==> src/rtl/fifo_pkg.sv <==
// Shared defaults and helpers for the synchronous FIFO family.
package fifo_pkg;

  localparam int DEF_DATA_WIDTH = 8;
  localparam int DEF_ADDR_WIDTH = 4;

  // Pointers carry one extra wrap bit above the address bits.
  function automatic int ptr_width(input int addr_width);
    return addr_width + 1;
  endfunction

endpackage

==> src/rtl/fifo_mem.sv <==
// Dual-port storage array: synchronous write, asynchronous read.
module fifo_mem
  import fifo_pkg::*;
#(
  parameter int DATA_WIDTH = DEF_DATA_WIDTH,
  parameter int ADDR_WIDTH = DEF_ADDR_WIDTH
) (
  input  logic                  clk,
  input  logic                  we,
  input  logic [ADDR_WIDTH-1:0] waddr,
  input  logic [DATA_WIDTH-1:0] wdata,
  input  logic [ADDR_WIDTH-1:0] raddr,
  output logic [DATA_WIDTH-1:0] rdata
);

  logic [DATA_WIDTH-1:0] mem [2**ADDR_WIDTH];

  always_ff @(posedge clk) begin
    if (we) mem[waddr] <= wdata;
  end

  assign rdata = mem[raddr];

endmodule

==> src/rtl/param_sync_fifo.sv <==
// Single-clock FIFO with registered status flags, overflow/underflow pulses
// and a selectable registered-read or first-word-fall-through output.
module param_sync_fifo
  import fifo_pkg::*;
#(
  parameter int DATA_WIDTH = DEF_DATA_WIDTH,
  parameter int ADDR_WIDTH = DEF_ADDR_WIDTH,
  parameter int AF_LEVEL   = (2**ADDR_WIDTH) - 2,
  parameter int AE_LEVEL   = 2,
  parameter bit FWFT       = 1'b0
) (
  input  logic                  clk,
  input  logic                  rst,
  input  logic                  w_en,
  input  logic [DATA_WIDTH-1:0] datain,
  input  logic                  r_en,
  output logic [DATA_WIDTH-1:0] dataout,
  output logic                  full,
  output logic                  empty,
  output logic                  almost_full,
  output logic                  almost_empty,
  output logic [ADDR_WIDTH:0]   count,
  output logic                  overflow,
  output logic                  underflow
);

  localparam int PW = ptr_width(ADDR_WIDTH);
  localparam int DEPTH = 2**ADDR_WIDTH;
  localparam logic [PW-1:0] ONE  = PW'(1);
  localparam logic [PW-1:0] AF_C = PW'(AF_LEVEL);
  localparam logic [PW-1:0] AE_C = PW'(AE_LEVEL);

  logic [PW-1:0]         wr_ptr, rd_ptr, wr_next, rd_next, count_next;
  logic                  wr_ok, rd_ok;
  logic [DATA_WIDTH-1:0] mem_rdata;

  // Accept decisions use only registered flags, so full/empty never loop back.
  assign wr_ok   = w_en && !full;
  assign rd_ok   = r_en && !empty;
  assign wr_next = wr_ptr + {{ADDR_WIDTH{1'b0}}, wr_ok};
  assign rd_next = rd_ptr + {{ADDR_WIDTH{1'b0}}, rd_ok};

  always_comb begin
    count_next = count;
    if (wr_ok && !rd_ok)      count_next = count + ONE;
    else if (rd_ok && !wr_ok) count_next = count - ONE;
  end

  fifo_mem #(
    .DATA_WIDTH (DATA_WIDTH),
    .ADDR_WIDTH (ADDR_WIDTH)
  ) u_mem (
    .clk   (clk),
    .we    (wr_ok),
    .waddr (wr_ptr[ADDR_WIDTH-1:0]),
    .wdata (datain),
    .raddr (rd_ptr[ADDR_WIDTH-1:0]),
    .rdata (mem_rdata)
  );

  // Flags are computed from next-state pointers so they describe the FIFO after this edge.
  always_ff @(posedge clk or posedge rst) begin
    if (rst) begin
      wr_ptr       <= '0;
      rd_ptr       <= '0;
      count        <= '0;
      full         <= 1'b0;
      empty        <= 1'b1;
      almost_full  <= 1'b0;
      almost_empty <= 1'b1;
      overflow     <= 1'b0;
      underflow    <= 1'b0;
    end else begin
      wr_ptr       <= wr_next;
      rd_ptr       <= rd_next;
      count        <= count_next;
      full         <= (wr_next[ADDR_WIDTH-1:0] == rd_next[ADDR_WIDTH-1:0]) &&
                      (wr_next[ADDR_WIDTH] != rd_next[ADDR_WIDTH]);
      empty        <= (wr_next == rd_next);
      almost_full  <= (count_next >= AF_C);
      almost_empty <= (count_next <= AE_C);
      overflow     <= w_en && full;
      underflow    <= r_en && empty;
    end
  end

  if (FWFT) begin : g_fwft
    // Head word is visible straight from the array; zero while nothing is stored.
    assign dataout = empty ? '0 : mem_rdata;
  end else begin : g_registered
    always_ff @(posedge clk or posedge rst) begin
      if (rst)        dataout <= '0;
      else if (rd_ok) dataout <= mem_rdata;
    end
  end

endmodule

==> config.mk <==
export PLATFORM = sky130hd
export DESIGN_NAME = param_sync_fifo
export DESIGN_NICKNAME = d
export VERILOG_FILES = /design/src/rtl/fifo_pkg.sv /design/src/rtl/fifo_mem.sv /design/src/rtl/param_sync_fifo.sv
export SDC_FILE = /design/constraint.sdc
export NUM_CORES = 1
export LEC_CHECK = 0
export BUFFER_PORTS_ARGS = -buffer_cell sky130_fd_sc_hd__buf_2
export CAP_MARGIN = 20
export CORE_AREA = 2 2 110 112
export DETAILED_ROUTE_END_ITERATION = 12
export DIE_AREA = 0 0 112 114
export GPL_TIMING_DRIVEN = 0
export PLACE_DENSITY_LB_ADDON = 0.05
export SETUP_SLACK_MARGIN = 0.15
export SYNTH_ARGS = -nofsm -noshare
export SYNTH_HDL_FRONTEND = slang
export SYNTH_SLANG_ARGS = --single-unit
==> constraint.sdc <==
create_clock -name clk -period 6.97 [get_ports clk]
set_clock_uncertainty 0.15 [all_clocks]
set_input_delay 1.394 -clock clk [delete_from_list [all_inputs] [get_ports clk]]
set_output_delay 1.394 -clock clk [all_outputs]
set_load 0.01 [all_outputs]
==> metrics.md <==
| Metric | Value |
|---|---|
| R2R Path Start | `empty` |
| Fin crit share | `a little over two fifths` |
| Leak | `2.73 nW` |
| CP Launch Type | `input pin` |
| Post-synth EDFFs | `128` |
| Synth-to-Final Area Change | `15.0%` |
| Post-DRT Antenna Nets | `0` |
| Clk buf depth | `2` |
| Top Ports | `31` |
| Row count | `40` |
| Die Y-Extent | `114 um` |
| Max-cap violations | `0` |
| Clk root buf | `clkbuf_16` |
| N_diodes | `0` |
| Slew @ Worst Pin | `a little over 800 ps` |
| Most common cell after layout, fill and taps aside | `edfxtp_1` |
| Worst setup path end | `full` |
| Detail Placement HPWL | `8.81 mm` |
| Tmin final | `about 2900 ps` |
| Initial antenna violation count | `0` |
| CP Max Fanout | `5` |
| Synth Cell Area | `roughly 6300 um^2` |
| DRC | `0` |
| PostCTS Resize Cnt | `0` |
| Slew margin rel. | `around 45%` |
| CP endpoint kind | `flip-flop` |
| Synth Warn # | `0` |
| Syn Inst Count | `396` |
| Maximum VDD drop | `0.221 mV` |
| Pre-antenna DRT Iters | `5` |
| CTS tree | `done` |
| Via count of the first global-routing pass | `3,325` |
| Final WL | `13.0 mm` |
| Data required, critical path | `7180 ps` |
| Mean Syn Cell Area | `15.9 um^2` |
| Post-route cell area | `7230 um^2` |
| Final Setup Violations | `0` |
| R2R depth | `8` |
| Post-synth top area share | `about three fifths` |
| IO buf count | `30` |
| RSZ-0062 raised after global routing | `no` |
| Achievable frequency | `343 MHz` |
| # hold bufs at CTS | `0` |
| Synth area leader | `edfxtp_1` |
| Worst hold path class | `reg -> reg` |
| Distinct cells, synth | `35` |
| Reg2reg end | `full` |
| Overall routing resource usage | `21.8%` |
| Synth area leaders | `edfxtp_1 61%, dfrtp_1 11%, mux2i_1 10%, a22oi_1 3.1%, nand3_1 1.7%` |
| Most frequent cells in the layout | `128 x edfxtp_1, 64 x mux2i_1, 37 x buf_2, 27 x dfrtp_1` |
| Dpl ws | `around 3600 ps` |
| Setup TNS | `0 ps` |
| Clk_lat worst skew | `420 ps` |
| Fin cells | `610` |
| Largest net degree at the start of global routing | `17` |
| Reg clk slew, reported paths | `60 ps` |
| Grt ovf | `0` |
| Area post-placement | `6680 um^2` |
| Arr. time, crit path | `around 3100 ps` |
| # Post-CTS Setup Buffers | `0` |
| Core area | `11,700 um^2` |
| Final RePlAce weighted congestion | `about 0.80` |
| Vias per cell | `5.69` |
| R2R setup slack | `4640 ps` |
| Nets | `468` |
| Die Width | `112 um` |
| Final Hold Vio Count | `0` |
| Syn Nets | `414` |
| Post-synthesis sequential area ratio | `between 70% and 80%` |
| Final Util | `roughly 62%` |
| CTS H-tree lvls | `4` |
| Async S/R FF share, synth | `18.5%` |
| #FFs+latches synth | `157` |
| Slew Viols, Final | `0` |
| Vias | `between 3,000 and 4,000` |
| Final worst slack | `4050 ps` |
| CTS Buf Count | `17` |
| Pwr dens | `around 430 nW/um^2` |
| Starting Density | `53.7%` |
| DIE AREA | `12,800 um^2` |
| WL/cell | `~21 um` |
| Main synth FF type | `edfxtp_1` |
| Cell Count Post-Placement | `around 580` |
| Initial DRC Count | `306` |
| Setup CP Type | `in -> reg` |
| Global-route wire length before repair | `19.6 mm` |
| Beginning of the critical path | `w_en` |
| Status | `completed` |
| Clock sinks | `about 160` |
| Share of layout cells above drive strength 1 | `19.7%` |
## critical path, stage by stage
cell and delay, ps:
buf_2 120, nand2b_4 110, inv_2 80, ha_1 220, ha_1 210, xor2_1 160, xor2_1 150, or4_4 550
nor2_2 110
## worst min path at each step
stage	endpoint	start	cells past startpoint	slack, ps
2_1_floorplan	rd_ptr[4]	rd_ptr[4]	2	330
3_3_place_gp	dataout[3]	dataout[3]	2	310
3_5_place_dp	dataout[6]	dataout[6]	2	320
4_1_cts	dataout[6]	dataout[6]	2	330
5_1_grt	dataout[4]	dataout[4]	2	350
6_report	dataout[6]	dataout[6]	2	330
## kinds of logic after synthesis
| group | Yosys count | share of synthesized area [%] |
|---|---|---|
| DFF | 157 | 72.7 |
| muxes | 64 | 10.2 |
| adders and majority gates | 6 | 1.19 |
| AOI/OAI and AO/OA | 31 | 4.02 |
| xor gates and xnor gates | 15 | 2.09 |
| and+or+nand+nor | 99 | 7.96 |
| buffers and inverters | 24 | 1.85 |
## power by group
group | total [mW] | switching [mW] | internal (mW)
sequential | 1.28 | 0.0912 | 1.19
combinational | 0.984 | 0.600 | 0.384
clock | 0.870 | 0.351 | 0.520
## area by class of cell
| class | instances | area, um^2 |
|---|---|---|
| fill | 915 | 4480 |
| sequential | 157 | 4570 |
| timing repair buffer | 35 | 205 |
| buffer | 17 | 90.1 |
| inverter | 7 | 26.3 |
| multi-input combinational | 215 | 1600 |
| clock buffer | 18 | 429 |
| tap | 147 | 184 |
| clock inverter | 14 | 128 |
## sequential cells by signal (all words and copies together), names as in the netlist
| signal | flops |
|---|---|
| dataout | 8 |
| overflow | 1 |
| almost_full | 1 |
| count | 5 |
| full | 1 |
| wr_ptr | 5 |
| u_mem.mem | 128 |
| almost_empty | 1 |
| rd_ptr | 5 |
| underflow | 1 |
| empty | 1 |
## metal layers
layer / share of wire (%) / wire length [um] / global-route usage [%]
met5: 0 / 0 / 0
met4: 1.3 / 175 / 8.05
met3: 5.2 / 680 / 4.84
met2: 46 / 6020 / 32.4
met1: 47 / 6110 / 32.1
## cell usage after synthesis, drive strengths merged, types with 2 or more instances
cell and count:
inv 7, nor2 22, buf 10, nor2b 3, dfstp 2, ha 6, xnor2 7, nand3 22
a22oi 26, nor3 6, and2 4, nand2b 4, nand4 8, dfrtp 27, nand2 26, edfxtp 128
mux2i 64, clkbuf 7, xor2 8
## per-stage QoR
step	total power, mW	hold WS, ps
after detailed placement	2.29	318
final	3.13	332
after CTS	3.16	331
after global placement	2.26	309
after global routing	3.30	352
after floorplan	1.97	328
(Power assumes the default switching activity.)
